[config.mk]
export PLATFORM = sky130hd
export DESIGN_NAME = fnd_scan_ctrl
export DESIGN_NICKNAME = d
export VERILOG_FILES = /design/src/rtl/fnd_scan_ctrl.sv
export SDC_FILE = /design/constraint.sdc
export NUM_CORES = 1
export LEC_CHECK = 0
export CAP_MARGIN = 40
export CORE_AREA = 3 3 85 87
export CTS_CLUSTER_DIAMETER = 150
export DETAILED_ROUTE_END_ITERATION = 7
export DIE_AREA = 0 0 88 90
export PLACE_DENSITY = 0.69
export SLEW_MARGIN = 0
export SYNTH_ARGS = -nofsm -noshare
export SYNTH_HDL_FRONTEND = slang
export SYNTH_SLANG_ARGS = --single-unit
[constraint.sdc]
create_clock -name clk -period 3.6 [get_ports clk]
set_clock_uncertainty 0.05 [all_clocks]
set_input_delay 1.08 -clock clk [delete_from_list [all_inputs] [get_ports clk]]
set_output_delay 1.08 -clock clk [all_outputs]
set_load 0.01 [all_outputs]
[src/rtl/fnd_scan_ctrl.sv]
// Scans a 16-bit value onto a 4-digit common-anode 7-segment display, one digit per slot,
// with a dark gap at the start of each slot and frame-synchronous loading of new data.
module fnd_scan_ctrl #(
  parameter int CLK_HZ  = 100_000_000,
  parameter int SCAN_HZ = 1000,
  parameter int GAP_CYC = 16
) (
  input  logic        clk,
  input  logic        rst_n,
  input  logic [15:0] data_in,
  input  logic        data_valid,
  input  logic [3:0]  dp_mask,
  input  logic        blank_lz,
  output logic [3:0]  bcd,
  output logic [3:0]  fnd_com,
  output logic        dp_n,
  output logic        frame_tick
);

  localparam int DIV = CLK_HZ / SCAN_HZ;
  localparam int CW  = (DIV > 2) ? $clog2(DIV) : 1;
  localparam logic [CW-1:0] GAP_LAST  = CW'(GAP_CYC - 1);
  localparam logic [CW-1:0] SLOT_LAST = CW'(DIV - 1);

  typedef enum logic {S_GAP, S_SHOW} state_t;

  state_t        state, state_nxt;
  logic [CW-1:0] cnt, cnt_nxt;
  logic [1:0]    idx, idx_nxt;
  logic          frame_end;

  logic [15:0]   shadow, active;
  logic          pending;

  logic [3:0]    lead_zero;
  logic [3:0]    nib;
  logic [3:0]    com_nxt, bcd_nxt;
  logic          dp_n_nxt;

  // The slot counter runs 0..DIV-1 across both states, so a slot is always DIV cycles.
  always_comb begin
    state_nxt = state;
    cnt_nxt   = cnt + CW'(1);
    idx_nxt   = idx;
    frame_end = 1'b0;
    case (state)
      S_GAP: begin
        if (cnt == GAP_LAST) state_nxt = S_SHOW;
      end
      S_SHOW: begin
        if (cnt == SLOT_LAST) begin
          state_nxt = S_GAP;
          cnt_nxt   = '0;
          idx_nxt   = idx + 2'd1;
          frame_end = (idx == 2'd3);
        end
      end
      default: begin
        state_nxt = S_GAP;
        cnt_nxt   = '0;
      end
    endcase
  end

  always_ff @(posedge clk or negedge rst_n) begin
    if (!rst_n) begin
      state <= S_GAP;
      cnt   <= '0;
      idx   <= 2'd0;
    end else begin
      state <= state_nxt;
      cnt   <= cnt_nxt;
      idx   <= idx_nxt;
    end
  end

  // A strobe on the boundary cycle bypasses the shadow so it is never a frame late.
  always_ff @(posedge clk or negedge rst_n) begin
    if (!rst_n) begin
      shadow  <= 16'h0000;
      active  <= 16'h0000;
      pending <= 1'b0;
    end else if (frame_end && data_valid) begin
      shadow  <= data_in;
      active  <= data_in;
      pending <= 1'b0;
    end else if (frame_end && pending) begin
      active  <= shadow;
      pending <= 1'b0;
    end else if (data_valid) begin
      shadow  <= data_in;
      pending <= 1'b1;
    end
  end

  always_comb begin
    lead_zero[3] = (active[15:12] == 4'h0);
    lead_zero[2] = lead_zero[3] && (active[11:8] == 4'h0);
    lead_zero[1] = lead_zero[2] && (active[7:4] == 4'h0);
    lead_zero[0] = 1'b0;
  end

  always_comb begin
    case (idx_nxt)
      2'd0:    nib = active[3:0];
      2'd1:    nib = active[7:4];
      2'd2:    nib = active[11:8];
      default: nib = active[15:12];
    endcase
  end

  // Outputs are computed from the upcoming state so they change on the edge that enters it.
  always_comb begin
    com_nxt  = 4'b1111;
    bcd_nxt  = 4'hF;
    dp_n_nxt = 1'b1;
    if (state_nxt == S_SHOW) begin
      com_nxt[idx_nxt] = 1'b0;
      dp_n_nxt         = ~dp_mask[idx_nxt];
      if (!(blank_lz && lead_zero[idx_nxt])) bcd_nxt = nib;
    end
  end

  always_ff @(posedge clk or negedge rst_n) begin
    if (!rst_n) begin
      fnd_com    <= 4'b1111;
      bcd        <= 4'hF;
      dp_n       <= 1'b1;
      frame_tick <= 1'b0;
    end else begin
      fnd_com    <= com_nxt;
      bcd        <= bcd_nxt;
      dp_n       <= dp_n_nxt;
      frame_tick <= frame_end;
    end
  end

endmodule

==> impl_metrics.json <==
{
  "wl_mm": 5.40,
  "synthFlopType": "dfrtp_1",
  "viasPerCell": 5.30,
  "core-area_um2": 6420,
  "grt_pass1_vias": 1891,
  "crit_arrival_ps": 2750,
  "avgSynthCellArea_um2": 12.7,
  "fin_area_um2": 3520,
  "ys_seq_area_frac": 0.546,
  "die-area_um2": 7920,
  "nets": 294,
  "hpwl_mm": 3.86,
  "cts_tree": "built",
  "drv_slew": 0,
  "clk_latency_ps": 340,
  "ys_types": 42,
  "synth-seq-cells": 63,
  "cp-end-kind": "flip-flop",
  "ir_worst_vdd_uv": 322,
  "setup_viol": 0,
  "track_usage": 0.148,
  "setup_slack_ps": 1020,
  "die_y_um": 90,
  "via_count": 1856,
  "setup_tns_ps": 0,
  "crit_type": "in -> reg",
  "ys_warn_count": 0,
  "post-place-ws_ps": 637,
  "rows": 29,
  "post_cts_buffers": 0,
  "drtAntennaViolNets": 0,
  "async_reset_ff_frac": 1.00,
  "worstPathRequired_ps": 3770,
  "grt_start_max_net_pins": 33,
  "grt_overflow_total": 0,
  "placed_area_um2": 3300,
  "clock_path_buffers": 2,
  "drtPass1Iterations": 4,
  "wl_per_cell_um": 15.4,
  "htreeDepth": 3,
  "cts_sinks": 63,
  "power-per-cell-area_nw_per_um2": 418,
  "io_pins": 34,
  "root_buffer": "clkbuf_8",
  "reg2reg_depth": 4,
  "crit_fanout": 16,
  "crit_path_start_kind": "input port",
  "numCtsBuffers": 9,
  "area_growth_pct": 21.1,
  "cts_hold_buffers": 0,
  "grt_pass1_wl_mm": 9.09,
  "synth_edf_count": 0,
  "antenna_found_initial": 0,
  "syn_inst": 230,
  "drive_gt1_frac": 0.264,
  "die_x_um": 88,
  "path_clk_slew_ps": 60,
  "maxCapViolations": 0,
  "syn_nets": 256,
  "min_path_cells": 1,
  "tightest_slew_ps": 733,
  "slew_headroom": 0.511,
  "period_share": 0.716,
  "gp_congestion": 0.792,
  "max_freq_ghz": 0.388,
  "post_cts_resized": 0,
  "period_minus_slack_ps": 2580,
  "drcViolationCount": 0,
  "initialDrtViolationCount": 103,
  "rsz0062_at_grt": "false",
  "antennaDiodeCount": 0,
  "netlist_area_um2": 2910,
  "initial_core_util": 0.453,
  "p_leak_nw": 1.53,
  "final_util": 0.549,
  "portBuffers": 33,
  "fin_cells": 350,
  "hold_viol_final": 0,
  "dp_cells": 334,
  "status": "complete, no violations",
  "hold_class": "reg -> reg"
}
==> metrics by stage <==
| step | hold slack (ps) | total power [W] |
|---|---|---|
| 2_1_floorplan | 419 | 0.000771 |
| 3_3_place_gp | 434 | 0.000817 |
| 3_5_place_dp | 435 | 0.000819 |
| 4_1_cts | 450 | 0.00149 |
| 5_1_grt | 458 | 0.00153 |
| 6_report | 446 | 0.00147 |
==> where the power goes <==
part | internal (W) | switching (W)
sequential | 0.000727 | 0.00000434
clock | 0.000390 | 0.000279
combinational | 0.0000424 | 0.0000305
==> Yosys cell counts (2+ instances only) <==
library cell | n | area, um2
inv_1 | 11 | 41.3
nand3_1 | 14 | 70.1
a31oi_1 | 2 | 12.5
nand4_1 | 3 | 18.8
ha_1 | 2 | 25.0
buf_6 | 2 | 22.5
o22ai_1 | 2 | 12.5
dfrtp_1 | 54 | 1350
mux2i_1 | 6 | 60.1
nand2_1 | 6 | 22.5
nor4_1 | 3 | 18.8
nor3_1 | 3 | 15.0
dfstp_2 | 9 | 236
mux2_4 | 10 | 150
mux2_2 | 23 | 259
xnor2_1 | 8 | 70.1
or4_1 | 2 | 15.0
nor3_2 | 2 | 20.0
o21ai_0 | 5 | 25.0
a21oi_1 | 7 | 35.0
xor2_1 | 8 | 70.1
and3_2 | 2 | 15.0
and4_1 | 2 | 17.5
clkbuf_1 | 5 | 18.8
and3_1 | 5 | 31.3
o221ai_1 | 3 | 26.3
nor2_1 | 16 | 60.1
==> worst paths after layout <==
check	start	endpoint	slack, ps
worst min-delay path	shadow[5]	shadow[5]	450
worst max-delay path	data_valid	active[5]	1020
min in group asynchronous	rst_n	cnt[7]	750
worst min register to register	shadow[5]	shadow[5]	450
max in group asynchronous	rst_n	bcd[3]	2060
worst max register to register	idx[0]	bcd[1]	1370
==> critical path, cell delays in order <==
cell             delay (ps)
clkdlybuf4s50_1         600
o21ai_4                 660
mux2_2                  400
==> placed cells by master (no fill, tap or decap), drive strengths merged, types with 3 or more instances in the layout <==
cell type	n
clkbuf	9
o221ai	3
inv	11
mux2	33
nor3	5
nand4	3
buf	4
xor2	8
mux2i	6
and3	8
clkinv	3
a21oi	7
o21ai	6
nor4	4
dfstp	9
nand2	6
nand3	14
clkdlybuf4s50	32
dfrtp	54
xnor2	8
nor2	17
==> cell families (layout without fill, tap and decap cells) <==
kind of cell             count (synthesis)  in the layout  share of synthesized area
flip-flops                              63             63                      0.546
adder cells (fa/ha/maj)                  2              2                    0.00860
multiplexers                            41             41                      0.178
buffers and inverters                   20             63                     0.0365
XOR/XNOR                                16             16                     0.0482
AND/OR/NAND/NOR                         63             63                      0.122
AO/OA/AOI/OAI                           25             25                     0.0610
==> layer usage <==
layer	share of wire	GRT usage	up-vias
li1	-	-	899
met1	0.47	0.198	910
met2	0.47	0.219	39
met3	0.049	0.0585	8
met4	0.013	0.0448	0
met5	0	0	-
==> registers in the layout (all words and copies together), names as in the netlist <==
register / count
dp_n: 1
frame_tick: 1
state: 1
bcd: 4
pending: 1
fnd_com: 4
idx: 2
cnt: 17
shadow: 16
active: 16
==> area by class of cell <==
class	count	area, um2
multi-input combinational	147	1220
clock inverter	7	97.6
fill	535	2900
inverter	11	41.3
clock buffer	9	124
tap	77	96.3
timing repair buffer	36	360
sequential	63	1590
(Power assumes the default switching activity.)
